## config.mk

```make
export PLATFORM = sky130hd
export DESIGN_NAME = mul_shift_arb
export DESIGN_NICKNAME = d
export VERILOG_FILES = /design/src/rtl/mul_pkg.sv /design/src/rtl/mul_lzc.sv /design/src/rtl/mul_shift_arb.sv
export SDC_FILE = /design/constraint.sdc
export NUM_CORES = 1
export LEC_CHECK = 0
export CAP_MARGIN = 20
export CORE_AREA = 2 2 124 126
export DETAILED_ROUTE_END_ITERATION = 8
export DIE_AREA = 0 0 126 128
export PLACE_DENSITY = 0.89
export SLEW_MARGIN = 30
export SYNTH_ARGS = -nofsm -noshare
export SYNTH_HDL_FRONTEND = slang
export SYNTH_SLANG_ARGS = --single-unit
export TNS_END_PERCENT = 30
```

## constraint.sdc

```tcl
create_clock -name clk -period 3.7 [get_ports clk]
set_clock_uncertainty 0.2 [all_clocks]
set_input_delay 0.74 -clock clk [delete_from_list [all_inputs] [get_ports clk]]
set_output_delay 0.74 -clock clk [all_outputs]
set_load 0.01 [all_outputs]
```

## src/rtl/mul_pkg.sv

```systemverilog
// Shared widths and payload types for the multiplier normalisation path.
package mul_pkg;

    localparam int EXPO_W = 8;
    localparam int MANT_W = 23;
    localparam int ZERO_D = 6;
    localparam int TAG_W  = 4;
    localparam int PROD_W = 2 * MANT_W + 2;

    typedef struct packed {
        logic [EXPO_W+1:0] expo;
        logic [PROD_W-1:0] mant;
    } mul_prod_t;

    typedef struct packed {
        logic [EXPO_W+1:0] expo;
        logic [PROD_W-1:0] mant;
        logic              bit_s;
    } mul_norm_t;

endpackage

```

## src/rtl/mul_lzc.sv

```systemverilog
// Combinational leading-zero counter; an all-zero input reports IN_W.
module mul_lzc
    import mul_pkg::*;
#(
    parameter int IN_W  = PROD_W,
    parameter int OUT_W = ZERO_D
) (
    input  logic [IN_W-1:0]  din,
    output logic [OUT_W-1:0] cnt
);

    logic [OUT_W-1:0] cnt_s;

    // Scan upward so the highest set bit is the last one to overwrite the count.
    always_comb begin
        cnt_s = OUT_W'(IN_W);
        for (int i = 0; i < IN_W; i++) begin
            cnt_s = din[i] ? OUT_W'(IN_W - 1 - i) : cnt_s;
        end
    end

    assign cnt = cnt_s;

endmodule

```

## src/rtl/mul_shift_arb.sv

```systemverilog
// Two-requester round-robin front end for a shared post-normalisation shift stage,
// with a stage-1 register feeding the shift stage and a registered result slot.
module mul_shift_arb #(
    parameter int EXPO_W = mul_pkg::EXPO_W,
    parameter int MANT_W = mul_pkg::MANT_W,
    parameter int ZERO_D = mul_pkg::ZERO_D,
    parameter int TAG_W  = mul_pkg::TAG_W
) (
    input  logic                           clk,
    input  logic                           rst_n,
    input  logic                           flush,
    input  logic [1:0]                     req_valid,
    output logic [1:0]                     req_ready,
    input  logic [1:0][EXPO_W+1:0]         req_expo,
    input  logic [1:0][2*MANT_W+1:0]       req_mant,
    input  logic [1:0][TAG_W-1:0]          req_tag,
    output logic [EXPO_W+1:0]              dp_expo_1,
    output logic [2*MANT_W+1:0]            dp_mant_1,
    output logic [ZERO_D-1:0]              dp_zero_nums_c,
    input  logic [EXPO_W+1:0]              dp_expo_2,
    input  logic [2*MANT_W+1:0]            dp_mant_2,
    input  logic                           dp_bit_s,
    output logic                           out_valid,
    input  logic                           out_ready,
    output logic                           out_id,
    output logic [TAG_W-1:0]               out_tag,
    output logic [EXPO_W+1:0]              out_expo,
    output logic [2*MANT_W+1:0]            out_mant,
    output logic                           out_bit_s,
    output logic                           busy
);

    localparam int EW = EXPO_W + 2;
    localparam int PW = 2 * MANT_W + 2;

    logic [1:0]       grant_s;
    logic             adv_out_s;
    logic             adv_s1_s;
    logic             hs_s;
    logic             hs_id_s;

    logic             last_grant_q, last_grant_d;
    logic             s1_valid_q,   s1_valid_d;
    logic [EW-1:0]    s1_expo_q,    s1_expo_d;
    logic [PW-1:0]    s1_mant_q,    s1_mant_d;
    logic [TAG_W-1:0] s1_tag_q,     s1_tag_d;
    logic             s1_id_q,      s1_id_d;
    logic             out_valid_q,  out_valid_d;
    logic [EW-1:0]    out_expo_q,   out_expo_d;
    logic [PW-1:0]    out_mant_q,   out_mant_d;
    logic             out_bit_s_q,  out_bit_s_d;
    logic             out_id_q,     out_id_d;
    logic [TAG_W-1:0] out_tag_q,    out_tag_d;

    // Round-robin grant and request-side handshake qualification.
    always_comb begin
        grant_s   = 2'b00;
        adv_out_s = !out_valid_q | out_ready;
        adv_s1_s  = !s1_valid_q | adv_out_s;
        case (req_valid)
            2'b01:   grant_s = 2'b01;
            2'b10:   grant_s = 2'b10;
            2'b11:   grant_s = last_grant_q ? 2'b01 : 2'b10;
            default: grant_s = 2'b00;
        endcase
        req_ready = grant_s & {2{adv_s1_s & !flush}};
        hs_s      = |(req_valid & req_ready);
        hs_id_s   = req_ready[1];
    end

    // Stage-1 next state; the pointer only moves when a request is actually taken.
    always_comb begin
        last_grant_d = last_grant_q;
        s1_valid_d   = s1_valid_q;
        s1_expo_d    = s1_expo_q;
        s1_mant_d    = s1_mant_q;
        s1_tag_d     = s1_tag_q;
        s1_id_d      = s1_id_q;
        if (flush) begin
            s1_valid_d = 1'b0;
        end else if (hs_s) begin
            s1_valid_d   = 1'b1;
            s1_expo_d    = req_expo[hs_id_s];
            s1_mant_d    = req_mant[hs_id_s];
            s1_tag_d     = req_tag[hs_id_s];
            s1_id_d      = hs_id_s;
            last_grant_d = hs_id_s;
        end else if (adv_s1_s) begin
            s1_valid_d = 1'b0;
        end else begin
            s1_valid_d = s1_valid_q;
        end
    end

    // Result slot next state; payload is held when the slot empties.
    always_comb begin
        out_valid_d = out_valid_q;
        out_expo_d  = out_expo_q;
        out_mant_d  = out_mant_q;
        out_bit_s_d = out_bit_s_q;
        out_id_d    = out_id_q;
        out_tag_d   = out_tag_q;
        if (flush) begin
            out_valid_d = 1'b0;
        end else if (s1_valid_q & adv_out_s) begin
            out_valid_d = 1'b1;
            out_expo_d  = dp_expo_2;
            out_mant_d  = dp_mant_2;
            out_bit_s_d = dp_bit_s;
            out_id_d    = s1_id_q;
            out_tag_d   = s1_tag_q;
        end else if (out_ready) begin
            out_valid_d = 1'b0;
        end else begin
            out_valid_d = out_valid_q;
        end
    end

    // State registers; last_grant resets to 1 so requester 0 wins the first tie.
    always_ff @(posedge clk or negedge rst_n) begin
        if (!rst_n) begin
            last_grant_q <= 1'b1;
            s1_valid_q   <= 1'b0;
            s1_expo_q    <= '0;
            s1_mant_q    <= '0;
            s1_tag_q     <= '0;
            s1_id_q      <= 1'b0;
            out_valid_q  <= 1'b0;
            out_expo_q   <= '0;
            out_mant_q   <= '0;
            out_bit_s_q  <= 1'b0;
            out_id_q     <= 1'b0;
            out_tag_q    <= '0;
        end else begin
            last_grant_q <= last_grant_d;
            s1_valid_q   <= s1_valid_d;
            s1_expo_q    <= s1_expo_d;
            s1_mant_q    <= s1_mant_d;
            s1_tag_q     <= s1_tag_d;
            s1_id_q      <= s1_id_d;
            out_valid_q  <= out_valid_d;
            out_expo_q   <= out_expo_d;
            out_mant_q   <= out_mant_d;
            out_bit_s_q  <= out_bit_s_d;
            out_id_q     <= out_id_d;
            out_tag_q    <= out_tag_d;
        end
    end

    mul_lzc #(
        .IN_W  (PW),
        .OUT_W (ZERO_D)
    ) u_lzc (
        .din (s1_mant_q),
        .cnt (dp_zero_nums_c)
    );

    assign dp_expo_1 = s1_expo_q;
    assign dp_mant_1 = s1_mant_q;
    assign out_valid = out_valid_q;
    assign out_expo  = out_expo_q;
    assign out_mant  = out_mant_q;
    assign out_bit_s = out_bit_s_q;
    assign out_id    = out_id_q;
    assign out_tag   = out_tag_q;
    assign busy      = s1_valid_q | out_valid_q;

endmodule

```

# After elaboration in Yosys (flattened, before gate mapping)
# Index checks and enable logic that the tools add are counted.
# Widths: inputs -> output; s select.
[op_classes]
n_lt_le_gt_ge = 1
eq_ne = 3
mux = 62
bitwise_logic = 8
n_reduce_logical = 8
[ops]
columns = ["op", "n"]
rows = [
  ["$mux 6", 47],
  ["$mux 48", 2],
  ["$mux 10", 2],
  ["$mux 4", 2],
  ["$mux 1", 6],
  ["$pmux 2 s3", 1],
  ["$reduce_bool 3->1", 2],
  ["$mux 5", 1],
  ["$and 2x2->2", 2],
  ["$eq 2x2->1 const B", 2],
  ["$reduce_and 2->1", 2],
  ["$logic_not 1->1", 3],
  ["$or 1x1->1", 3],
  ["$and 1x1->1", 2],
  ["$eq 2x1->1 const B", 1],
  ["$lt 1x2->1 const B", 1],
  ["$mux 2", 1],
  ["$reduce_or 2->1", 1],
  ["$not 1->1", 1],
]
[totals]
regBits = 130
elab_cells = 94

# Longest topological paths before layout
[depth]
ltp_word = 48
mapped_depth = 7
mapped_depth_nobuf = 5

# Cells and area by module
# A second synthesis with hierarchy kept.
[hier_totals]
cells_unflattened = 622
hier_area_um2 = 6486.2
[modules_own_cells]
columns = ["mod", "n_inst", "cells_per_inst", "area_each_um2", "seq_area_each_um2"]
rows = [
  ["mul_shift_arb", 1, 517, 5886.9, 3254.4],
  ["mul_lzc", 1, 105, 599.3, 0.0],
]

# Worst setup path before layout
# Ideal clock, no wire load.
[synth_timing]
path_kind = "input to output"
startpoint = "input out_ready"
endpoint = "output req_ready[0]"
arrival_ps = 1628
required_time_ps = 2760
slack_ps = 1132
cell_stages = 6
path_buffers = 2
cell_sequence = "nor2b_4 -> a21oi_1 -> o21ai_2 -> buf_2 -> buf_2 -> a21oi_1"
[synth_via]
elab_chain_len = 4
[synth_lines]
columns = ["element", "line_no", "source"]
rows = [
  ["start, declared", "mul_shift_arb.sv:24", "input logic out_ready,"],
  ["$or 1x1->1", "mul_shift_arb.sv:58", "adv_out_s = !out_valid_q | out_ready;"],
  ["$or 1x1->1", "mul_shift_arb.sv:59", "adv_s1_s = !s1_valid_q | adv_out_s;"],
  ["$and 1x1->1", "mul_shift_arb.sv:66", "req_ready = grant_s & {2{adv_s1_s & !flush}};"],
  ["$and 2x2->2", "mul_shift_arb.sv:66", ""],
  ["end, declared", "mul_shift_arb.sv:13", "output logic [1:0] req_ready,"],
]
# Every way passes these cells.

# Final worst setup path
[layout_timing]
startpoint = "register s1_mant_q[36] (netlist: dp_mant_1[36])"
endpoint = "output dp_zero_nums_c[5]"
[layout_via]
elab_chain_len = 12
[layout_lines]
columns = ["element", "line_no", "source"]
rows = [
  ["start, declared", "mul_shift_arb.sv:45", "logic [PW-1:0] s1_mant_q, s1_mant_d;"],
  ["start signal, assigned", "mul_shift_arb.sv:138", "s1_mant_q <= s1_mant_d;"],
  ["$mux 6 (12 in a row)", "mul_lzc.sv:18", "cnt_s = din[i] ? OUT_W'(IN_W - 1 - i) : cnt_s;"],
  ["end, declared", "mul_shift_arb.sv:19", "output logic [ZERO_D-1:0] dp_zero_nums_c,"],
]
# Every way passes these cells.

==> results.sh <==
export IMPL_cts_tree="yes"
export IMPL_port_buffers=320
export IMPL_syn_inst=536
export IMPL_total_leakage_power_nw=3.94
export IMPL_max_stage_delay_ps=590
export IMPL_root_buffer="clkbuf_16"
export IMPL_num_vias=5459
export IMPL_cp_required_ps=2760
export IMPL_start_util=0.389
export IMPL_synth_async_reset_ratio=1.00
export IMPL_antenna_left=0
export IMPL_maxSlewHeadroom=0.477
export IMPL_drv_slew=0
export IMPL_yosysWarnings=0
export IMPL_worst_pin_slew_ps=785
export IMPL_cp_arrival_ps=2590
export IMPL_clk_pin_slew_worst_paths_ps=60
export IMPL_status="finished clean"
export IMPL_max_freq_mhz=284
export IMPL_detail_route_iter0_violations=343
export IMPL_design_core_area_um2=14900
export IMPL_die_x_um=126
export IMPL_syn_area_um2=5780
export IMPL_drcViolationCount=0
export IMPL_synthesis_nets=725
export IMPL_synth_edf_count=0
export IMPL_grt_pass1_vias=5443
export IMPL_cp_max_fo=6
export IMPL_cp_end_kind="primary output"
export IMPL_die_h_um=128
export IMPL_crit_chain="or4_1 > nor2_2 > nand4_1 > nor3b_2 > clkdlybuf4s50_1"
export IMPL_synth_top_cell_area_share=0.558
export IMPL_cts_buffer_depth=2
export IMPL_hold_violations=0
export IMPL_ys_flop_type="dfrtp_1"
export IMPL_antennaDiodeCount=0
export IMPL_ys_types=41
export IMPL_slowest_stage="or4_1"
export IMPL_crit_type="flip-flop to primary output"
export IMPL_yosysMostFrequentCell="dfrtp_1"
export IMPL_drive_gt1_frac=0.135
export IMPL_die_area_um2=16100
export IMPL_hp_class="primary input to asynchronous set/reset pin"
export IMPL_path_buf_inv=1
export IMPL_clock_sinks=130
export IMPL_antenna_found_initial=0
export IMPL_synth_area_leaders="dfrtp_1, mux2_2, o22ai_1"
export IMPL_post_route_period_util=0.953
export IMPL_synth_seq_cells=130
export IMPL_cp_start_kind="flip-flop"
export IMPL_via_per_inst=5.21
export IMPL_synthTopCellsByCount="dfrtp_1, nand2_1, o21ai_0"
export IMPL_crit_family="simple AND/OR/NAND/NOR gates"
export IMPL_finalSetupTns_ps=0
export IMPL_wire_per_inst_um=17.8
export IMPL_grt_max_degree=127
export IMPL_num_rows=45
export IMPL_wl_um=18700
export IMPL_fin_area_um2=9790
export IMPL_gp_congestion=0.816
export IMPL_grt_pass1_wl_um=29400
export IMPL_synth_top_area_cell="dfrtp_1"
export IMPL_htree_levels=4
export IMPL_avgSynthCellArea_um2=10.8
export IMPL_max_vdd_ir_drop_mv=0.321
export IMPL_hpwlAfterDp_um=13800
export IMPL_fin_crit_ps=3530
export IMPL_drv_cap=0
export IMPL_placed_area_um2=9140
export IMPL_area_delta_synth_final_pct=69.4
export IMPL_worstSkewPairLatency_ps=400
export IMPL_track_usage=0.232
export IMPL_setup_viol=0
export IMPL_nets=1036
export IMPL_power_density_nw_per_um2=522
export IMPL_boundaryPins=321
export IMPL_cts_buffers=17
export IMPL_first_pass_iters=5
export IMPL_ys_seq_area_frac=0.563
export IMPL_grt_remaining_overflow=0
export IMPL_rsz0062_at_grt="no"
## cell usage in the layout (no fill, tap or decap), types with 2 or more instances in the layout
master,count
a2111oi_0,2
clkinvlp_4,3
dfrtp_1,129
nor3_1,7
nor2b_1,3
buf_12,2
nor2_1,25
a21o_1,2
a31oi_1,3
o31ai_1,3
a21oi_1,9
clkinv_2,2
or4_4,2
o21bai_1,3
buf_4,3
clkbuf_8,2
nor2b_4,2
nand3_1,3
nor3b_2,2
o21ai_0,69
inv_1,9
nand2_1,72
or4_1,2
o21ai_1,3
inv_6,2
nor4_1,8
clkdlybuf4s50_1,319
mux2_2,64
bufinv_16,4
o22ai_1,62
clkbuf_16,17
## repair_timing
action	4_1_cts	5_1_grt
endpoints found under the setup margin	0	1
gates resized for setup	0	2
hold buffers	0	0
setup buffers	0	0
## per-layer routing
metal | track usage | part of all wire | vias up
li1 | - | - | 2590
met1 | 0.286 | 0.41 | 2612
met2 | 0.392 | 0.51 | 220
met3 | 0.0634 | 0.059 | 37
met4 | 0.0808 | 0.026 | 0
met5 | 0 | 0 | -
## layout make-up
type,instances,area [um^2]
Fill cell,1112,5070
Inverter,9,33.8
Timing Repair Buffer,325,3270
Sequential cell,130,3250
Multi-Input combinational cell,364,2360
Clock buffer,20,457
Clock inverter,12,179
Tap cell,188,235
## report_power, final
group	internal, mW	switching, mW	total [mW]
logic	0.848	0.574	1.42
clock network	1.17	0.625	1.79
registers	1.68	0.221	1.90
total	3.69	1.42	5.11
## through the flow
step / hold slack (ps) / cells / utilization / setup WS (ps) / power [mW]
detailed placement: 268 / 1016 / 0.615 / 359 / 3.34
finish: 167 / 1048 / 0.659 / 174 / 5.11
global placement: 258 / 1016 / 0.615 / 396 / 3.29
floorplan: 244 / 536 / - / 1130 / 2.42
global route: 197 / 1048 / 0.659 / 32.4 / 5.36
CTS: 179 / 1048 / 0.658 / 27.8 / 5.15
## cell families after synthesis
kind of cell / Yosys count / synth area share
flops: 130 / 0.563
simple gates: 135 / 0.109
buf+inv: 42 / 0.0333
mux: 64 / 0.125
compound gates: 165 / 0.170
## worst reg2reg max path, stage by stage (launching register included)
cell	delay (ps)
dfrtp_1	400
nor2b_4	150
a21oi_1	320
nor2b_4	220
buf_4	530
o22ai_1	280
o21ai_0	270
## sequential cells by signal, indices dropped and copies added (netlist names)
signal        count
dp_mant_1        48
out_mant         48
dp_expo_1        10
out_expo         10
out_tag           4
s1_tag_q          4
last_grant_q      1
out_bit_s         1
out_id            1
out_valid         1
s1_id_q           1
s1_valid_q        1
## final timing paths
| path | startpoint | endpoint | slack (ps) | cells after the start |
|---|---|---|---|---|
| worst max-delay path | dp_mant_1[36] | dp_zero_nums_c[5] | 170 | 5 |
| worst min-delay path | rst_n | out_mant[35] | 170 | 1 |
| worst max register to register | out_valid | dp_mant_1[6] | 1210 | 6 |
| worst min register to register | dp_expo_1[3] | dp_expo_1[3] | 280 | 2 |
| max in group asynchronous | rst_n | last_grant_q | 2250 | 2 |
| min in group clk | dp_expo_1[3] | dp_expo_1[3] | 280 | 2 |
Note: power is estimated with default switching activity, not from simulation.
